<file path="config.mk">
export PLATFORM = sky130hd
export DESIGN_NAME = fxp_arith_unit
export DESIGN_NICKNAME = d
export VERILOG_FILES = /design/src/rtl/fxp_arith_unit.sv
export SDC_FILE = /design/constraint.sdc
export NUM_CORES = 2
export LEC_CHECK = 0
export CAP_MARGIN = 40
export CORE_ASPECT_RATIO = 0.5
export CORE_MARGIN = 3
export CORE_UTILIZATION = 69
export DETAILED_ROUTE_END_ITERATION = 12
export GPL_TIMING_DRIVEN = 0
export HOLD_SLACK_MARGIN = 0.08
export PLACE_DENSITY = 0.88
export SETUP_SLACK_MARGIN = 0.2
export SLEW_MARGIN = 0
export SYNTH_ARGS = -nofsm -noshare
export SYNTH_HDL_FRONTEND = slang
export SYNTH_SLANG_ARGS = --single-unit
</file>
<file path="constraint.sdc">
create_clock -name clk -period 31 [get_ports clk]
set_input_delay 9.3 -clock clk [delete_from_list [all_inputs] [get_ports clk]]
set_output_delay 9.3 -clock clk [all_outputs]
set_load 0.1 [all_outputs]
</file>
<file path="src/rtl/fxp_arith_unit.sv">
// fxp_arith_unit
//   Multi-cycle unsigned Q(WIDTH-FBITS).FBITS arithmetic unit: add, subtract,
//   multiply and square root behind a start/busy/done handshake.
//   Multiply walks one HALF x HALF multiplier over four partial products;
//   square root is a restoring engine producing one root bit per cycle.
//
//   Build option: define FXP_SAT_EN to saturate overflowing results
//   (ADD/MUL -> all-ones, SUB borrow -> zero). The overflow flag is reported
//   either way and latency is identical.
//
// Ports
//   clk        in   rising-edge clock
//   reset      in   asynchronous, active-high; aborts any op, clears state
//   start      in   request strobe, sampled only while busy=0
//   operation  in   2'b00 ADD, 2'b01 SUB, 2'b10 MUL, 2'b11 SQRT
//   operand_1  in   first operand (radicand for SQRT)
//   operand_2  in   second operand (ignored for SQRT)
//   result     out  registered result, held until the next completion
//   done       out  one-cycle pulse when result/overflow are updated
//   busy       out  high while an op is in flight
//   overflow   out  carry/borrow/high-product flag, held with result
module fxp_arith_unit #(
  parameter int WIDTH = 32,
  parameter int FBITS = 10
) (
  input  logic             clk,
  input  logic             reset,
  input  logic             start,
  input  logic [1:0]       operation,
  input  logic [WIDTH-1:0] operand_1,
  input  logic [WIDTH-1:0] operand_2,
  output logic [WIDTH-1:0] result,
  output logic             done,
  output logic             busy,
  output logic             overflow
);

  localparam int HALF  = WIDTH / 2;
  localparam int ITER  = (WIDTH + FBITS) / 2;
  localparam int RADW  = WIDTH + FBITS;
  // Remainder never exceeds 2*root, so ITER+2 bits hold it with margin.
  localparam int REMW  = ITER + 2;
  localparam int CNT_W = ($clog2(ITER + 1) > 3) ? $clog2(ITER + 1) : 3;

`ifdef FXP_SAT_EN
  localparam bit SAT_EN = 1'b1;
`else
  localparam bit SAT_EN = 1'b0;
`endif

  localparam logic [1:0] FPU_ADD  = 2'b00;
  localparam logic [1:0] FPU_SUB  = 2'b01;
  localparam logic [1:0] FPU_MUL  = 2'b10;
  localparam logic [1:0] FPU_SQRT = 2'b11;

  typedef enum logic [1:0] {S_IDLE, S_ADDSUB, S_MUL, S_SQRT} state_t;

  function automatic logic [WIDTH-1:0] sat_high(input logic [WIDTH-1:0] v,
                                                input logic ovf);
    return (SAT_EN && ovf) ? {WIDTH{1'b1}} : v;
  endfunction

  function automatic logic [WIDTH-1:0] sat_low(input logic [WIDTH-1:0] v,
                                               input logic ovf);
    return (SAT_EN && ovf) ? {WIDTH{1'b0}} : v;
  endfunction

  state_t               state_q, state_d;
  logic                 sub_q, sub_d;
  logic [WIDTH-1:0]     a_q, a_d, b_q, b_d;
  logic [CNT_W-1:0]     cnt_q, cnt_d;
  logic [2*WIDTH-1:0]   acc_q, acc_d;
  logic [RADW-1:0]      rad_q, rad_d;
  logic [REMW-1:0]      rem_q, rem_d;
  logic [ITER-1:0]      root_q, root_d;
  logic [WIDTH-1:0]     res_q, res_d;
  logic                 ovf_q, ovf_d;
  logic                 done_q, done_d;

  logic [WIDTH:0]       sum, diff;
  logic [HALF-1:0]      mul_a, mul_b;
  logic [WIDTH-1:0]     prod;
  logic [2*WIDTH-1:0]   pp;
  logic [REMW+1:0]      rem_shift, trial;
  logic                 fits;
  logic                 mul_ovf;

  assign sum     = {1'b0, a_q} + {1'b0, b_q};
  assign diff    = {1'b0, a_q} - {1'b0, b_q};
  assign mul_ovf = |acc_q[2*WIDTH-1:WIDTH+FBITS];

  // Partial-product selection: cnt bit0 picks the a half, bit1 the b half,
  // and the shift is HALF per high half involved.
  always_comb begin
    mul_a = cnt_q[0] ? a_q[WIDTH-1:HALF] : a_q[HALF-1:0];
    mul_b = cnt_q[1] ? b_q[WIDTH-1:HALF] : b_q[HALF-1:0];
    prod  = {{HALF{1'b0}}, mul_a} * {{HALF{1'b0}}, mul_b};
    pp    = {{WIDTH{1'b0}}, prod};
    case (cnt_q[1:0])
      2'd0:       pp = pp;
      2'd1, 2'd2: pp = pp << HALF;
      default:    pp = pp << WIDTH;
    endcase
  end

  // Restoring square-root step: bring down the next radicand bit pair and
  // try subtracting (root<<2)|1.
  assign rem_shift = {rem_q, rad_q[RADW-1:RADW-2]};
  assign trial     = {{(REMW-ITER){1'b0}}, root_q, 2'b01};
  assign fits      = (rem_shift >= trial);

  always_comb begin
    state_d = state_q;
    sub_d   = sub_q;
    a_d     = a_q;
    b_d     = b_q;
    cnt_d   = cnt_q;
    acc_d   = acc_q;
    rad_d   = rad_q;
    rem_d   = rem_q;
    root_d  = root_q;
    res_d   = res_q;
    ovf_d   = ovf_q;
    done_d  = 1'b0;

    case (state_q)
      S_IDLE: begin
        if (start) begin
          a_d    = operand_1;
          b_d    = operand_2;
          sub_d  = operation[0];
          cnt_d  = '0;
          acc_d  = '0;
          rad_d  = RADW'(operand_1) << FBITS;
          rem_d  = '0;
          root_d = '0;
          case (operation)
            FPU_ADD, FPU_SUB: state_d = S_ADDSUB;
            FPU_MUL:          state_d = S_MUL;
            FPU_SQRT:         state_d = S_SQRT;
            default:          state_d = S_IDLE;
          endcase
        end
      end

      S_ADDSUB: begin
        if (sub_q) begin
          res_d = sat_low(diff[WIDTH-1:0], diff[WIDTH]);
          ovf_d = diff[WIDTH];
        end else begin
          res_d = sat_high(sum[WIDTH-1:0], sum[WIDTH]);
          ovf_d = sum[WIDTH];
        end
        done_d  = 1'b1;
        state_d = S_IDLE;
      end

      S_MUL: begin
        if (cnt_q == CNT_W'(4)) begin
          res_d   = sat_high(acc_q[WIDTH+FBITS-1:FBITS], mul_ovf);
          ovf_d   = mul_ovf;
          done_d  = 1'b1;
          state_d = S_IDLE;
        end else begin
          acc_d = acc_q + pp;
          cnt_d = cnt_q + CNT_W'(1);
        end
      end

      S_SQRT: begin
        if (cnt_q == CNT_W'(ITER)) begin
          res_d   = WIDTH'(root_q);
          ovf_d   = 1'b0;
          done_d  = 1'b1;
          state_d = S_IDLE;
        end else begin
          rem_d  = fits ? (rem_shift[REMW-1:0] - trial[REMW-1:0])
                        : rem_shift[REMW-1:0];
          root_d = {root_q[ITER-2:0], fits};
          rad_d  = rad_q << 2;
          cnt_d  = cnt_q + CNT_W'(1);
        end
      end

      default: state_d = S_IDLE;
    endcase
  end

  always_ff @(posedge clk or posedge reset) begin
    if (reset) begin
      state_q <= S_IDLE;
      sub_q   <= 1'b0;
      a_q     <= '0;
      b_q     <= '0;
      cnt_q   <= '0;
      acc_q   <= '0;
      rad_q   <= '0;
      rem_q   <= '0;
      root_q  <= '0;
      res_q   <= '0;
      ovf_q   <= 1'b0;
      done_q  <= 1'b0;
    end else begin
      state_q <= state_d;
      sub_q   <= sub_d;
      a_q     <= a_d;
      b_q     <= b_d;
      cnt_q   <= cnt_d;
      acc_q   <= acc_d;
      rad_q   <= rad_d;
      rem_q   <= rem_d;
      root_q  <= root_d;
      res_q   <= res_d;
      ovf_q   <= ovf_d;
      done_q  <= done_d;
    end
  end

  assign result   = res_q;
  assign overflow = ovf_q;
  assign done     = done_q;
  assign busy     = (state_q != S_IDLE);

endmodule

</file>
* Yosys cells after proc, flatten, opt, wreduce, memory -nomap -nowiden
Cells that the tools add are included.
** Operators by class
- Multipliers :: 1
- Muxes and demuxes :: 36
- Reduce and logical (&&, ||, !) cells :: 17
- Shifts and indexed selects :: 0
- Equality and inequality tests :: 15
- Order comparisons :: 1
- Add/sub/neg operators :: 5
- Bitwise operators :: 0
- Divide/modulo/power cells :: 0
** Operator list (number)
- $pmux W64 S2 :: 2
- $mux W64 :: 2
- $mux W32 :: 3
- $pmux W32 S3 :: 1
- $mux W42 :: 2
- $pmux W42 S2 :: 1
- $mux W23 :: 3
- $add A64 B64 Y64 :: 1
- $pmux W23 S2 :: 1
- $mux W21 :: 2
- $pmux W21 S2 :: 1
- $add A32 B32 Y33 :: 1
- $sub A32 B32 Y33 :: 1
- $mul A16 B16 Y32 :: 1
- $mux W16 :: 2
- $ge A25 B23 Y1 :: 1
- $sub A23 B23 Y23 :: 1
- $reduce_or A22 Y1 :: 1
- $mux W5 :: 3
- $pmux W5 S3 :: 1
- $reduce_and A3 Y1 :: 4
- $eq A2 B2 Y1 const B :: 5
- $ne A2 B2 Y1 const B :: 5
- $pmux W2 S4 :: 1
- other kinds (14) :: 29
** Word-level totals
- Memories :: 0
- Latch bits :: 0
- Bits in writable memories :: 0
- Input port bits :: 69
- Bits in registers :: 256
- Bits in read-only memories :: 0

* Longest topological paths before layout
- Word-level depth :: 6
- Gate-level depth with buffers :: 44

* Worst setup path before layout
No wires, ideal clock.
- Path kind :: reg-to-reg
- From :: register cnt_q[0]
- To :: register acc_q[62]
- Period minus slack after synthesis :: 10.572 ns
- Library setup time :: 0.136 ns
- Arrival time :: 10.437 ns
- Data required time :: 30.864 ns
- Path slack :: 20.428 ns
- Cell stages (with the launch flop) :: 40
- Cells stage by stage :: dfrtp_1 > clkbuf_1 > clkbuf_1 > clkbuf_1 > mux2i_1 > nor2_1 > fa_1 > inv_1 > fa_1 > fa_1 > inv_1 > fa_1 > fa_1 > inv_1 > fa_1 > inv_1 > ha_1 > a21oi_1 > [4 not listed] > a21oi_1 > o21bai_1 > a221oi_1 > xor2_1 > o21ai_0 > ha_1 > a21o_1 > a21o_1 > a21oi_1 > nor3_1 > or4_4 > o41ai_4 > o31ai_2 > a221oi_4 > o21ai_2 > a221oi_2 > mux2i_1 > o311ai_1
** On the way
- Longest elaborated chain between the ends :: 6
- Elaborated cells on any way between the ends :: 13
- Those cells by class :: add/sub (1); mul (1); eq/ne (4); mux (4); reduce/logical (3)
** Ends and longest elaborated chain
- start: declaration :: line 71 : logic [CNT_W-1:0] cnt_q, cnt_d;
- start signal: assignment :: line 208 : cnt_q <= cnt_d;
- $mux W16, or another cell as far along :: line 95 : mul_a = cnt_q[0] ? a_q[WIDTH-1:HALF] : a_q[HALF-1:0];
- $mul A16 B16 Y32 / $reduce_or A2 Y1 (equally long branches) :: line 97, 99
- $pmux W64 S2 :: line 99 : case (cnt_q[1:0])
- $add A64 B64 Y64 :: line 165 : acc_d = acc_q + pp;
- $mux W64 :: line 159 : if (cnt_q == CNT_W'(4)) begin
- $pmux W64 S2 :: line 126 : case (state_q)
- end signal: assignment :: line 196 : acc_q <= '0;
- end signal: assignment :: line 209 : acc_q <= acc_d;
- end: declaration :: line 72 : logic [2*WIDTH-1:0] acc_q, acc_d;
Several ways; a longest one is shown, not always the timed one. The select of a mux whose other input is x is not followed.
A chain may end at the register's enable or synchronous reset.

* Worst setup path in the final report
Ends and elaborated chain as after synthesis.

==> metrics.yaml <==
hold_viol_final: 0
post-cts-setup-buffer-count: 0
io_pins: 104
synth-warning-count: 0
clock-root-buffer: "clkbuf_16"
yosys_most_used_dff: "dfrtp_1"
cp_common_cell: "fa_1"
crit_arrival_ps: 13340
min_period_over_period: 0.416
vias: 27300
syn_nets: 3823
postCtsHoldBufs: 0
clk_path_buf_depth: 3
dp_slack_ps: 18510
syn_avg_cell_area_um2: 8.19
slowest_stage: "mux2i_1"
grt_pass1_wl_um: 151000
wl_um: 99800
drv_cap: 0
slew_viol_final: 0
synthCells: 3300
cts_tree: "done"
start_kind: "register"
synthToLayoutAreaGrowth_pct: 12.6
port_buffers: 103
htreeDepth: 1
fin_crit_ps: 12900
hp-class: "register to register"
drtIter0Drc: 3772
wl_per_cell_um: 24.7
finalSetupViolations: 0
endpoint_kind: "register"
drcViolationCount: 0
maxSlewHeadroom: 0.260
num-fill-cells: 2436
synth_cell_type_count: 79
cts_sinks: 246
post-dp-hpwl_um: 79400
cp_max_fo: 10
layout_common_cells: "nand2_1, inv_1, o21ai_0, ha_1, nor2_1"
grt_setup_unrepaired: "false"
gp_congestion: 1.06
initial_utilization: 0.712
tightest_slew_ps: 1100
grt-ovfl-total: 0
crit_type: "register to register"
drive_above_1_share: 0.0441
die-area_um2: 41700
slowest_delay_ps: 850
cts_buffers: 25
post-route-worst-setup-slack_ps: 18100
grt_pass1_vias: 26700
required_ps: 31430
drt_first_pass_iters: 9
netlist_area_um2: 27000
clk_latency_ps: 590
fin_skew_ps: 22.5
grt_max_degree: 119
status: "finished, final reports clean"
synth_seq_area_share: 0.228
finalInstanceArea_um2: 30400
grt.total_usage: 0.470
vias_per_cell: 6.77
row_count: 50
dp_cells: 3980
synth_seq_cells: 246
multi_input_area_um2: 19000
mostFrequentLayoutCell: "nand2_1"
antenna_found_initial: 3
post_cts_resize_count: 0
place_area_um2: 29500
clkTransAtPathRegs_ps: 70
synthArstFlopShare: 1.00
fin_setup_tns_ps: 0
die_x_um: 286
max_freq_mhz: 77.5
core-area_um2: 38000
antenna_left: 0
fin_nets: 4015
final-instance-count-excl-fill: 4036
chipHeight_um: 146
synth_enable_flop_cells: 0
seq_area_um2: 6160
per-layer routing:
layer	wire length, um	vias up	track usage
met5	138	-	0.0159
met4	5940	10	0.213
met3	16400	554	0.192
met2	40800	2234	0.683
met1	36500	13000	0.616
li1	-	11600	-
worst max-delay path, delay by kind of cell, from the launching register on:
kind	cells	cell delay [ps]
buffers and inverters	8	1870
AOI/OAI and AO/OA	18	4330
xor gates and xnor gates	1	470
muxes	2	1100
DFF	1	390
and+or+nand+nor	3	750
adders and majority gates	8	3820
metrics by stage:
stage          utilization  hold WS [ps]
2_1_floorplan            -           450
3_3_place_gp         0.756           454
3_5_place_dp         0.777           471
4_1_cts              0.800           488
5_1_grt              0.801           511
6_report             0.801           492
state kept, by name, summed over array words and instances (netlist names):
register,flops
rad_q,32
b_q,32
sub_q,1
acc_q,64
root_q,21
result,32
overflow,1
a_q,32
rem_q,23
state_q,2
done,1
cnt_q,5
worst paths after layout:
check                      cells past startpoint      start  slack, ps         to
setup / recovery                              40   cnt_q[0]      18100  acc_q[62]
setup reg to reg                              40   cnt_q[0]      18100  acc_q[62]
hold / removal                                 2  rad_q[18]        490  rad_q[18]
max in group asynchronous                      4      reset      20520  acc_q[53]
hold reg to reg                                2  rad_q[18]        490  rad_q[18]
min in group asynchronous                      2      reset       9100    a_q[10]
kinds of logic (layout without fill, tap and decap cells):
kind of cell,count (synthesis),in the layout,synth area share
buffers and inverters,498,709,0.0694
AND/OR/NAND/NOR,1065,1065,0.173
multiplexers,99,99,0.0376
other,0,5,0
XOR/XNOR,135,135,0.0438
flip-flops,246,246,0.228
adder cells (fa/ha/maj),454,454,0.265
AO/OA/AOI/OAI,803,803,0.183
synth_stat cells (20+ instances only):
cell,n,area share
inv_1,341,0.047
o21bai_1,33,0.0092
ha_1,257,0.12
and2_1,28,0.0065
nor3_1,32,0.0059
dfrtp_1,246,0.23
o21ai_0,295,0.055
nand2b_1,23,0.0053
nand4_1,28,0.0065
nor2_1,255,0.035
mux2i_1,78,0.029
xor2_1,55,0.018
fa_1,197,0.15
clkbuf_1,147,0.020
nand3_1,109,0.020
nand2_1,488,0.068
a21oi_1,174,0.032
xnor2_1,80,0.026
o31ai_1,34,0.0094
nor2b_1,23,0.0053
a31oi_1,26,0.0060
a21boi_0,20,0.0056
a21o_1,68,0.019
mux2_2,21,0.0088
cell type report:
| cell class | instances | share of cell area |
|---|---|---|
| flip-flops and latches | 246 | 0.202 |
| multi-input cells | 2556 | 0.624 |
| inverters | 341 | 0.0423 |
| diodes | 5 | 0.000411 |
| repair buffers | 165 | 0.0615 |
| clock buffers | 33 | 0.0229 |
| plain buffers | 157 | 0.0196 |
| clock inverters | 13 | 0.00571 |
| well taps | 520 | 0.0214 |
Power is left out: the tool's default activity adds up to more than one toggle a clock period on the data nets, which glitch-free logic cannot reach.
